===== config.mk =====
export PLATFORM = sky130hd
export DESIGN_NAME = iki_bit_adimli_carpici
export DESIGN_NICKNAME = d
export VERILOG_FILES = /design/src/rtl/iki_bit_adimli_carpici.sv
export SDC_FILE = /design/constraint.sdc
export NUM_CORES = 1
export LEC_CHECK = 0
export BUFFER_PORTS_ARGS = -buffer_cell sky130_fd_sc_hd__buf_2
export CAP_MARGIN = 20
export CORE_ASPECT_RATIO = 1.5
export CORE_MARGIN = 5
export CORE_UTILIZATION = 50
export CTS_BUF_LIST = sky130_fd_sc_hd__clkbuf_16
export CTS_CLUSTER_DIAMETER = 60
export DETAILED_ROUTE_END_ITERATION = 10
export HOLD_SLACK_MARGIN = 0.02
export PLACE_DENSITY = 0.7
export SLEW_MARGIN = 20
export SYNTH_ARGS = -nofsm -noshare
export SYNTH_HDL_FRONTEND = slang
export SYNTH_SLANG_ARGS = --single-unit

===== constraint.sdc =====
create_clock -name clk -period 5.7 [get_ports clk]
set_input_delay 0.855 -clock clk [delete_from_list [all_inputs] [get_ports clk]]
set_output_delay 0.855 -clock clk [all_outputs]
set_load 0.01 [all_outputs]

===== src/rtl/iki_bit_adimli_carpici.sv =====
// iki_bit_adimli_carpici
// Sequential radix-4 multiplier for the RV32M execute stage. It retires two
// multiplier bits per cycle on operand magnitudes and then applies the sign
// once, in the result cycle. It shares the istek/bitti handshake with the
// two-bit-step divider.
//
// Parameters:
//   HIZLI_SIFIR : 1 = a zero operand bypasses the 16 iterations
//
// Ports:
//   clk         : clock, rising edge
//   rst_g       : asynchronous active-low reset
//   a_g, b_g    : multiplicand (rs1) and multiplier (rs2)
//   istek       : start request, sampled only when idle
//   a_isaretli  : a_g is two's complement
//   b_isaretli  : b_g is two's complement
//   ust_yarim   : 1 returns product[63:32], 0 returns product[31:0]
//   sonuc       : selected product half, held until the next completion
//   carpim      : full 64-bit product, held until the next completion
//   mesgul      : high whenever the unit is not idle
//   bitti       : one-cycle completion pulse
module iki_bit_adimli_carpici #(
    parameter bit HIZLI_SIFIR = 1'b1
) (
    input  logic        clk,
    input  logic        rst_g,
    input  logic [31:0] a_g,
    input  logic [31:0] b_g,
    input  logic        istek,
    input  logic        a_isaretli,
    input  logic        b_isaretli,
    input  logic        ust_yarim,
    output logic [31:0] sonuc,
    output logic [63:0] carpim,
    output logic        mesgul,
    output logic        bitti
);

    typedef enum logic [1:0] {
        BOSTA,
        HESAPLA,
        SONUC
    } durum_t;

    durum_t      durum;
    logic [31:0] m;          // multiplicand magnitude
    logic [31:0] q;          // multiplier magnitude, shifts out as product low half
    logic [33:0] p;          // partial-product accumulator
    logic [3:0]  sayac;
    logic        negatif;
    logic        ust_sec;

    // Operand magnitudes. The unsigned 32-bit negation maps -2^31 to 2^31,
    // which is exactly the magnitude we need.
    logic        a_neg, b_neg;
    logic [31:0] a_mutlak, b_mutlak;
    logic        sifir_kisa;

    assign a_neg      = a_isaretli & a_g[31];
    assign b_neg      = b_isaretli & b_g[31];
    assign a_mutlak   = a_neg ? (~a_g + 32'd1) : a_g;
    assign b_mutlak   = b_neg ? (~b_g + 32'd1) : b_g;
    assign sifir_kisa = HIZLI_SIFIR && ((a_g == 32'd0) || (b_g == 32'd0));

    // One radix-4 step: pick 0/M/2M/3M by the low two multiplier bits.
    logic [33:0] m_genis;
    logic [33:0] kat;
    logic [33:0] toplam;

    // NOTE: every signal written here gets a default first, so no path through
    // the case can leave it unassigned and infer a latch.
    always_comb begin
        m_genis = {2'b00, m};
        kat     = '0;
        unique case (q[1:0])
            2'b00: kat = '0;
            2'b01: kat = m_genis;
            2'b10: kat = m_genis << 1;
            2'b11: kat = m_genis + (m_genis << 1);
        endcase
        toplam = p + kat;
    end

    // Result cycle: sign applied to the 64-bit magnitude product.
    logic [63:0] mutlak_carpim;
    logic [63:0] isaretli_carpim;

    assign mutlak_carpim   = {p[31:0], q};
    assign isaretli_carpim = negatif ? (~mutlak_carpim + 64'd1) : mutlak_carpim;

    assign mesgul = (durum != BOSTA);

    // NOTE: sequential state uses non-blocking assignments only, so every
    // register sees the pre-edge values of the others regardless of order.
    always_ff @(posedge clk or negedge rst_g) begin
        if (!rst_g) begin
            durum   <= BOSTA;
            m       <= '0;
            q       <= '0;
            p       <= '0;
            sayac   <= '0;
            negatif <= 1'b0;
            ust_sec <= 1'b0;
            sonuc   <= '0;
            carpim  <= '0;
            bitti   <= 1'b0;
        end else begin
            // bitti is a pulse: low unless the result cycle raises it below.
            bitti <= 1'b0;
            unique case (durum)
                BOSTA: begin
                    if (istek) begin
                        p       <= '0;
                        ust_sec <= ust_yarim;
                        durum   <= HESAPLA;
                        if (sifir_kisa) begin
                            // Zero product: one pass through HESAPLA on a zero
                            // multiplicand, then straight to the result cycle.
                            m       <= '0;
                            q       <= '0;
                            negatif <= 1'b0;
                            sayac   <= 4'd15;
                        end else begin
                            m       <= a_mutlak;
                            q       <= b_mutlak;
                            negatif <= a_neg ^ b_neg;
                            sayac   <= 4'd0;
                        end
                    end
                end

                HESAPLA: begin
                    // {P,Q} <= {P + d, Q} >> 2 as one 66-bit logical shift.
                    p     <= {2'b00, toplam[33:2]};
                    q     <= {toplam[1:0], q[31:2]};
                    sayac <= sayac + 4'd1;
                    if (sayac == 4'd15) begin
                        durum <= SONUC;
                    end
                end

                SONUC: begin
                    carpim <= isaretli_carpim;
                    sonuc  <= ust_sec ? isaretli_carpim[63:32] : isaretli_carpim[31:0];
                    bitti  <= 1'b1;
                    durum  <= BOSTA;
                end

                default: durum <= BOSTA;
            endcase
        end
    end

endmodule

==> run_results.csv, run 1 <==
group,metric,value,unit
placed_design,gp_congestion,0.915,
yosys,synthAdderAreaFrac,0.0668,
worst_setup_path,ff2ff_setup_slack,0.47,ns
global_route,grt_pass1_wl,64600,um
route,first_pass_iters,7,
clock_tree,clk_path_buf_depth,3,
pwr,p_leak,7.06,nW
worst_setup_path,path_max_fanout,7,
yosys,synth_compound_area_frac,0.255,
final_layout,fillers,2551,
timing,period_share,0.918,
yosys,yosys-top-cells-area,"dfrtp_1 (36%), o21ai_0 (7.2%), nand2_1 (7.0%)",
die,core_area,27300,um^2
route,vias,12642,
worst_setup_path,setup.worst_path.end_class,"register",
final_layout,areaGrowthSynthToFinish,13.5,%
final_layout,drive_above_1_share,0.149,
timing,tightestPinTransition,1.00,ns
yosys,synth-main-ff-cell,"dfrtp_1",
yosys,synth_top_area_cell,"dfrtp_1",
yosys,async_flop_share,1.00,
yosys,synthesis.nets,1786,
status,outcome,"complete, no violations",
final_layout,diodes,0,
yosys,ys_seq_area_frac,0.362,
global_route,grt_max_degree,119,
final_layout,final_common_cell,"nand2_1",
yosys,synthMuxAreaShare,0.00468,
die,die_width,146,um
timing,fmax,191,MHz
clock_tree,cts_resized,0,
yosys,yosys_warnings,0,
worst_setup_path,timing.rr.start,"m[1]$_DFFE_PN0P_",
worst_setup_path,reg2regPathDepth,24,
clock_tree,cts_htree_levels,1,
timing,setup_viol,0,
route,antenna_left,0,
die,die_h,214,um
route,vias_per_cell,5.92,
clock_tree,cts_hold_buffers,0,
yosys,synth_xor_area_frac,0.108,
global_route,overflow,0,
min_path,hp-class,"in -> async",
yosys,netlist_area,13900,um^2
yosys,synth-simple-area-share,0.174,
clock_tree,clk_pin_slew,0.06,ns
final_layout,nNetsFinal,1918,
timing,rsz0062_at_grt,"no",
yosys,synth_top_family_by_area,"compound AO/OA/AOI/OAI gates",
route,drt_iter0_markers,799,
clock_tree,clock_latency,0.52,ns
timing,maxSlewViolCount,0,
final_layout,postLayoutCoreUtil,0.578,
route,drt_wl_total,39600,um
final_layout,register_area,5030,um^2
route,route.detailed.drc,0,
die,start_util,0.509,
yosys,ys_seq_elements,201,
timing,min_period,5.23,ns
die,die-area,31300,um^2
timing,fin_skew,0.0114,ns
timing,finalHoldViolations,0,
clock_tree,numCtsBuffers,23,
pwr,peakVddDrop,247,uV
global_route,antenna_found_initial,0,
worst_setup_path,cp-start-kind,"register",
timing,fin_tns_setup,0,ns
clock_tree,clock-sinks,201,
global_route,grt_pass1_vias,12632,
placed_design,io_buffer_count,167,
yosys,ys_types,75,
job,cap_violations,0,
timing,slew_headroom,0.330,
clock_tree,cts-root-buf,"clkbuf_16",
worst_setup_path,cp.arrival,5.61,ns
die,ios,168,
yosys,syn_area_per_cell,8.46,um^2
yosys,netlist.area_leader.share,0.362,
die,rows,74,
yosys,synth_edf_count,0,
worst_setup_path,worst_r2r_endpoint,"p[29]$_DFFE_PN0P_",
clock_tree,post_cts_buffers,0,
clock_tree,cts_tree,"yes",
worst_setup_path,required,6.08,ns
pwr,p_per_area,637,nW/um^2
global_route,grt.total_usage,0.247,
final_layout,multi_input_area,8480,um^2
yosys,synthCells,1643,
placed_design,dpl.hpwl,30700,um
final_layout,layout_common_cells,"nand2_1 (258), o21ai_0 (200), dfrtp_1 (200), buf_2 (166), xor2_1 (104)",
worst_setup_path,critical_path_class,"reg -> reg",
route,wl_per_cell,18.6,um
[per-stage QoR]
step	power [W]	hold slack (ns)	worst slack (ns)	cell area [um^2]	instances
finish	0.0101	0.361	0.470	15800	2134
global route	0.0109	0.434	0.0164	15800	2134
CTS	0.0101	0.409	0.337	15800	2134
detailed placement	0.00861	0.451	0.356	15100	2092
global placement	0.00848	0.447	0.546	15100	2092
floorplan	0.00680	0.487	1.04	13900	1643
[cells in the mapped netlist, types with 11 or more instances]
master	count
or3_1	17
o41ai_1	14
nand3_1	25
ha_1	71
nor3_1	22
o21ai_1	12
nor2_1	97
nand2_1	259
xnor2_1	67
a21o_1	26
or2_2	13
xor2_1	104
nor2b_1	12
nand2b_1	20
o221ai_1	11
a22oi_1	46
o31ai_1	55
o21ai_0	200
dfrtp_1	201
inv_1	30
clkbuf_1	72
a21oi_1	98
[report_power, final]
group	internal, W	total [W]	switching [W]
clock network	0.000795	0.00143	0.000637
registers	0.00209	0.00285	0.000763
logic	0.00231	0.00577	0.00346
total	0.00519	0.0101	0.00486
[how the worst max path moves through the flow]
stage          cells after the start                end              from
2_1_floorplan                     24  p[31]$_DFFE_PN0P_  m[1]$_DFFE_PN0P_
3_3_place_gp                      24  p[31]$_DFFE_PN0P_  m[1]$_DFFE_PN0P_
3_5_place_dp                      24  p[31]$_DFFE_PN0P_  m[1]$_DFFE_PN0P_
4_1_cts                           24  p[31]$_DFFE_PN0P_  m[1]$_DFFE_PN0P_
5_1_grt                           24  p[31]$_DFFE_PN0P_  m[1]$_DFFE_PN0P_
6_report                          24  p[29]$_DFFE_PN0P_  m[1]$_DFFE_PN0P_
[cell type report]
type                            instances  area share
Tap cell                              342      0.0271
Clock inverter                         19     0.00935
Timing Repair Buffer                  187      0.0638
Inverter                               31     0.00737
Sequential cell                       201       0.319
Multi-Input combinational cell       1331       0.537
Clock buffer                           23      0.0365
[routing by layer]
metal / part of all wire / GRT usage
met4: 0.044 / 0.103
met5: 0 / 0
met3: 0.044 / 0.0268
met1: 0.39 / 0.284
met2: 0.52 / 0.460
[flip-flops by register name (all words and copies together), names as in the netlist, 2 cells and up]
register	count
q	32
sayac	4
m	32
durum	2
carpim	64
sonuc	32
p	32
[logic make-up after synthesis]
group | Yosys count
buffers and inverters | 111
multiplexers | 6
flip-flops | 201
AO/OA/AOI/OAI | 559
XOR/XNOR | 171
adder cells (fa/ha/maj) | 73
AND/OR/NAND/NOR | 522
[worst max-delay path, stage by stage (launching register included)]
cell	delay [ns]
dfrtp_1	0.43
ha_1	0.22
inv_1	0.07
fa_1	0.21
nor2b_1	0.08
o31ai_2	0.33
a21oi_1	0.16
nor2_1	0.23
o31ai_1	0.11
buf_4	0.16
a31o_2	0.25
a21o_1	0.17
a21oi_1	0.17
xor2_1	0.17
o21ai_0	0.11
ha_1	0.40
a21boi_0	0.16
a2111oi_0	0.42
nor2_1	0.09
a31oi_1	0.30
a21oi_1	0.20
a21o_1	0.22
a21oi_1	0.19
xor2_1	0.15
o21ai_0	0.09
(Power assumes the default switching activity.)
==> run 2, diff against run 1 <==
Settings changed: BUFFER_PORTS_ARGS -buffer_cell sky130_fd_sc_hd__buf_2 to -buffer_cell sky130_fd_sc_hd__clkbuf_2.
Clock period 5.7 ns to 6.5 ns, I/O delays scaled along.
==> run_results.csv, run 2 (synthesis gave the netlist of run 1 again) <==
group,metric,value,unit
route,first_pass_iters,8,
timing,min_period,5.40,ns
final_layout,fillers,2532,
worst_setup_path,cpMaxStageDelayCell,"o31ai_1",
die,core_area,27300,um^2
timing,period_share,0.831,
final_layout,areaGrowthSynthToFinish,12.3,%
timing,maxSlewViolCount,0,
worst_setup_path,critical_path_class,"reg -> reg",
worst_setup_path,required,6.92,ns
clock_tree,numCtsBuffers,21,
route,route.detailed.drc,0,
die,start_util,0.509,
die,die-area,31300,um^2
timing,tightestPinTransition,1.10,ns
placed_design,gp_congestion,0.918,
min_path,hp-class,"in -> async",
route,drt_iter0_markers,753,
final_layout,drive_above_1_share,0.142,
global_route,grt_pass1_wl,63400,um
pwr,internal_power,0.00442,W
worst_setup_path,cp.arrival,5.83,ns
final_layout,layout_common_cells,"nand2_1 (258), o21ai_0 (200), dfrtp_1 (200), clkbuf_2 (166), xor2_1 (104)",
pwr,peakVddDrop,203,uV
pwr,clock_power_share,0.129,
timing,slew_headroom,0.267,
clock_tree,post_cts_buffers,0,
clock_tree,clock-sinks,201,
timing,finalHoldViolations,0,
worst_setup_path,path_max_fanout,7,
job,cap_violations,0,
clock_tree,clk_pin_slew,0.07,ns
pwr,switching_power,0.00419,W
route,wl_per_cell,18.4,um
worst_setup_path,cp_top_family,"compound AO/OA/AOI/OAI gates",
global_route,antenna_found_initial,0,
clock_tree,cts_hold_buffers,0,
placed_design,io_buffer_count,167,
pwr,power_switching_share,0.487,
clock_tree,cts-root-buf,"clkbuf_16",
timing,fin_skew,0.0126,ns
global_route,overflow,0,
clock_tree,clk_path_buf_depth,3,
final_layout,register_area,5030,um^2
final_layout,final_cell_area,15600,um^2
worst_setup_path,cp-start-kind,"register",
worst_setup_path,startpoint,"m[1]$_DFFE_PN0P_",
final_layout,multi_input_area,8470,um^2
route,antenna_left,0,
final_layout,final_common_cell,"nand2_1",
placed_design,placed_cell_area,15000,um^2
route,drt_wl_total,39100,um
route,vias_per_cell,5.92,
status,outcome,"complete, no violations",
worst_setup_path,slowest_delay,0.65,ns
final_layout,largest_register,"carpim",
timing,fin_tns_setup,0,ns
worst_setup_path,crit_path_frequent_cell,"a21oi_1",
die,ios,168,
timing,fmax,185,MHz
global_route,grt_max_degree,112,
final_layout,diodes,0,
pwr,p_per_area,552,nW/um^2
clock_tree,clock_latency,0.51,ns
global_route,grt.total_usage,0.242,
clock_tree,cts_htree_levels,1,
die,rows,74,
die,die_h,214,um
route,vias,12560,
final_layout,nNetsFinal,1909,
worst_setup_path,worstPathCellList,"ha_1 > inv_1 > fa_1 > nor2b_1 > o31ai_1 > a21oi_1 > nor2_1 > o31ai_1 > a31o_2 > a21o_1 > a21oi_1 > xor2_1 > o21ai_0 > ha_1 > a21boi_0 > a2111oi_0 > nor2_1 > a31oi_1 > a21oi_1 > a211o_1 > o311a_1 > xor2_1 > o21ai_0",
worst_setup_path,crit_buf_inv,1,
pwr,p_comb_frac,0.572,
clock_tree,cts_resized,0,
placed_design,dpl.hpwl,30400,um
pwr,p_leak,7.02,nW
pwr,power.share.sequential,0.299,
worst_setup_path,timing.rr.start,"m[1]$_DFFE_PN0P_",
die,die_width,146,um
worst_setup_path,setup.worst_path.end_class,"register",
global_route,grt_pass1_vias,12367,
clock_tree,cts_tree,"yes",
final_layout,largest_register_ffs,64,
timing,rsz0062_at_grt,"no",
timing,setup_viol,0,
## run 2: layout make-up
type	count	share of cell area
Clock buffer	21	0.0337
Clock inverter	17	0.00593
Inverter	31	0.00745
Multi-Input combinational cell	1331	0.543
Sequential cell	201	0.322
Tap cell	342	0.0274
Timing Repair Buffer	180	0.0606
## run 2: routing by layer
metal / vias up / GRT usage / wire length (um)
met5: - / 0 / 0
met4: 0 / 0.0863 / 1340
met3: 76 / 0.0209 / 1490
met2: 326 / 0.461 / 20700
met1: 5957 / 0.281 / 15500
li1: 6201 / - / -
## run 2: per-stage QoR
| stage | total power [W] | setup WS, ns | hold WS [ns] | util | cells |
|---|---|---|---|---|---|
| floorplan | 0.00596 | 1.84 | 0.487 | - | 1643 |
| global placement | 0.00739 | 1.22 | 0.453 | 0.549 | 2085 |
| detailed placement | 0.00751 | 1.10 | 0.456 | 0.549 | 2085 |
| CTS | 0.00863 | 1.05 | 0.470 | 0.572 | 2123 |
| global route | 0.00937 | 0.694 | 0.491 | 0.572 | 2123 |
| finish | 0.00862 | 1.10 | 0.464 | 0.572 | 2123 |
## run 2: worst reg2reg max path, cell delays in order (launching register included)
cell and delay, ns:
dfrtp_1 0.43, ha_1 0.20, inv_1 0.06, fa_1 0.40, nor2b_1 0.18, o31ai_1 0.14, a21oi_1 0.21, nor2_1 0.11
o31ai_1 0.65, a31o_2 0.28, a21o_1 0.11, a21oi_1 0.07, xor2_1 0.14, o21ai_0 0.18, ha_1 0.34, a21boi_0 0.16
a2111oi_0 0.41, nor2_1 0.09, a31oi_1 0.29, a21oi_1 0.19, a211o_1 0.28, o311a_1 0.11, xor2_1 0.16, o21ai_0 0.14
## run 2: power by group through the flow
stage | logic [W] | clock network, W | registers (W)
5_1_grt | 0.00554 | 0.00118 | 0.00266
6_report | 0.00493 | 0.00111 | 0.00258
2_1_floorplan | 0.00354 | 0 | 0.00242
3_5_place_dp | 0.00492 | 0 | 0.00258
4_1_cts | 0.00494 | 0.00113 | 0.00256
3_3_place_gp | 0.00482 | 0 | 0.00256
## run 2: path summary, 6_finish.rpt
kind,end,slack [ns],cells after the start
min reg2reg,sonuc[8]$_DFFE_PN0P_,0.46,2
max in group asynchronous,negatif$_DFFE_PN0P_,4.90,2
max reg2reg,p[31]$_DFFE_PN0P_,1.10,23
max,p[31]$_DFFE_PN0P_,1.10,23
min,q[10]$_DFFE_PN0P_,0.46,1
min in group clk,sonuc[8]$_DFFE_PN0P_,0.46,2
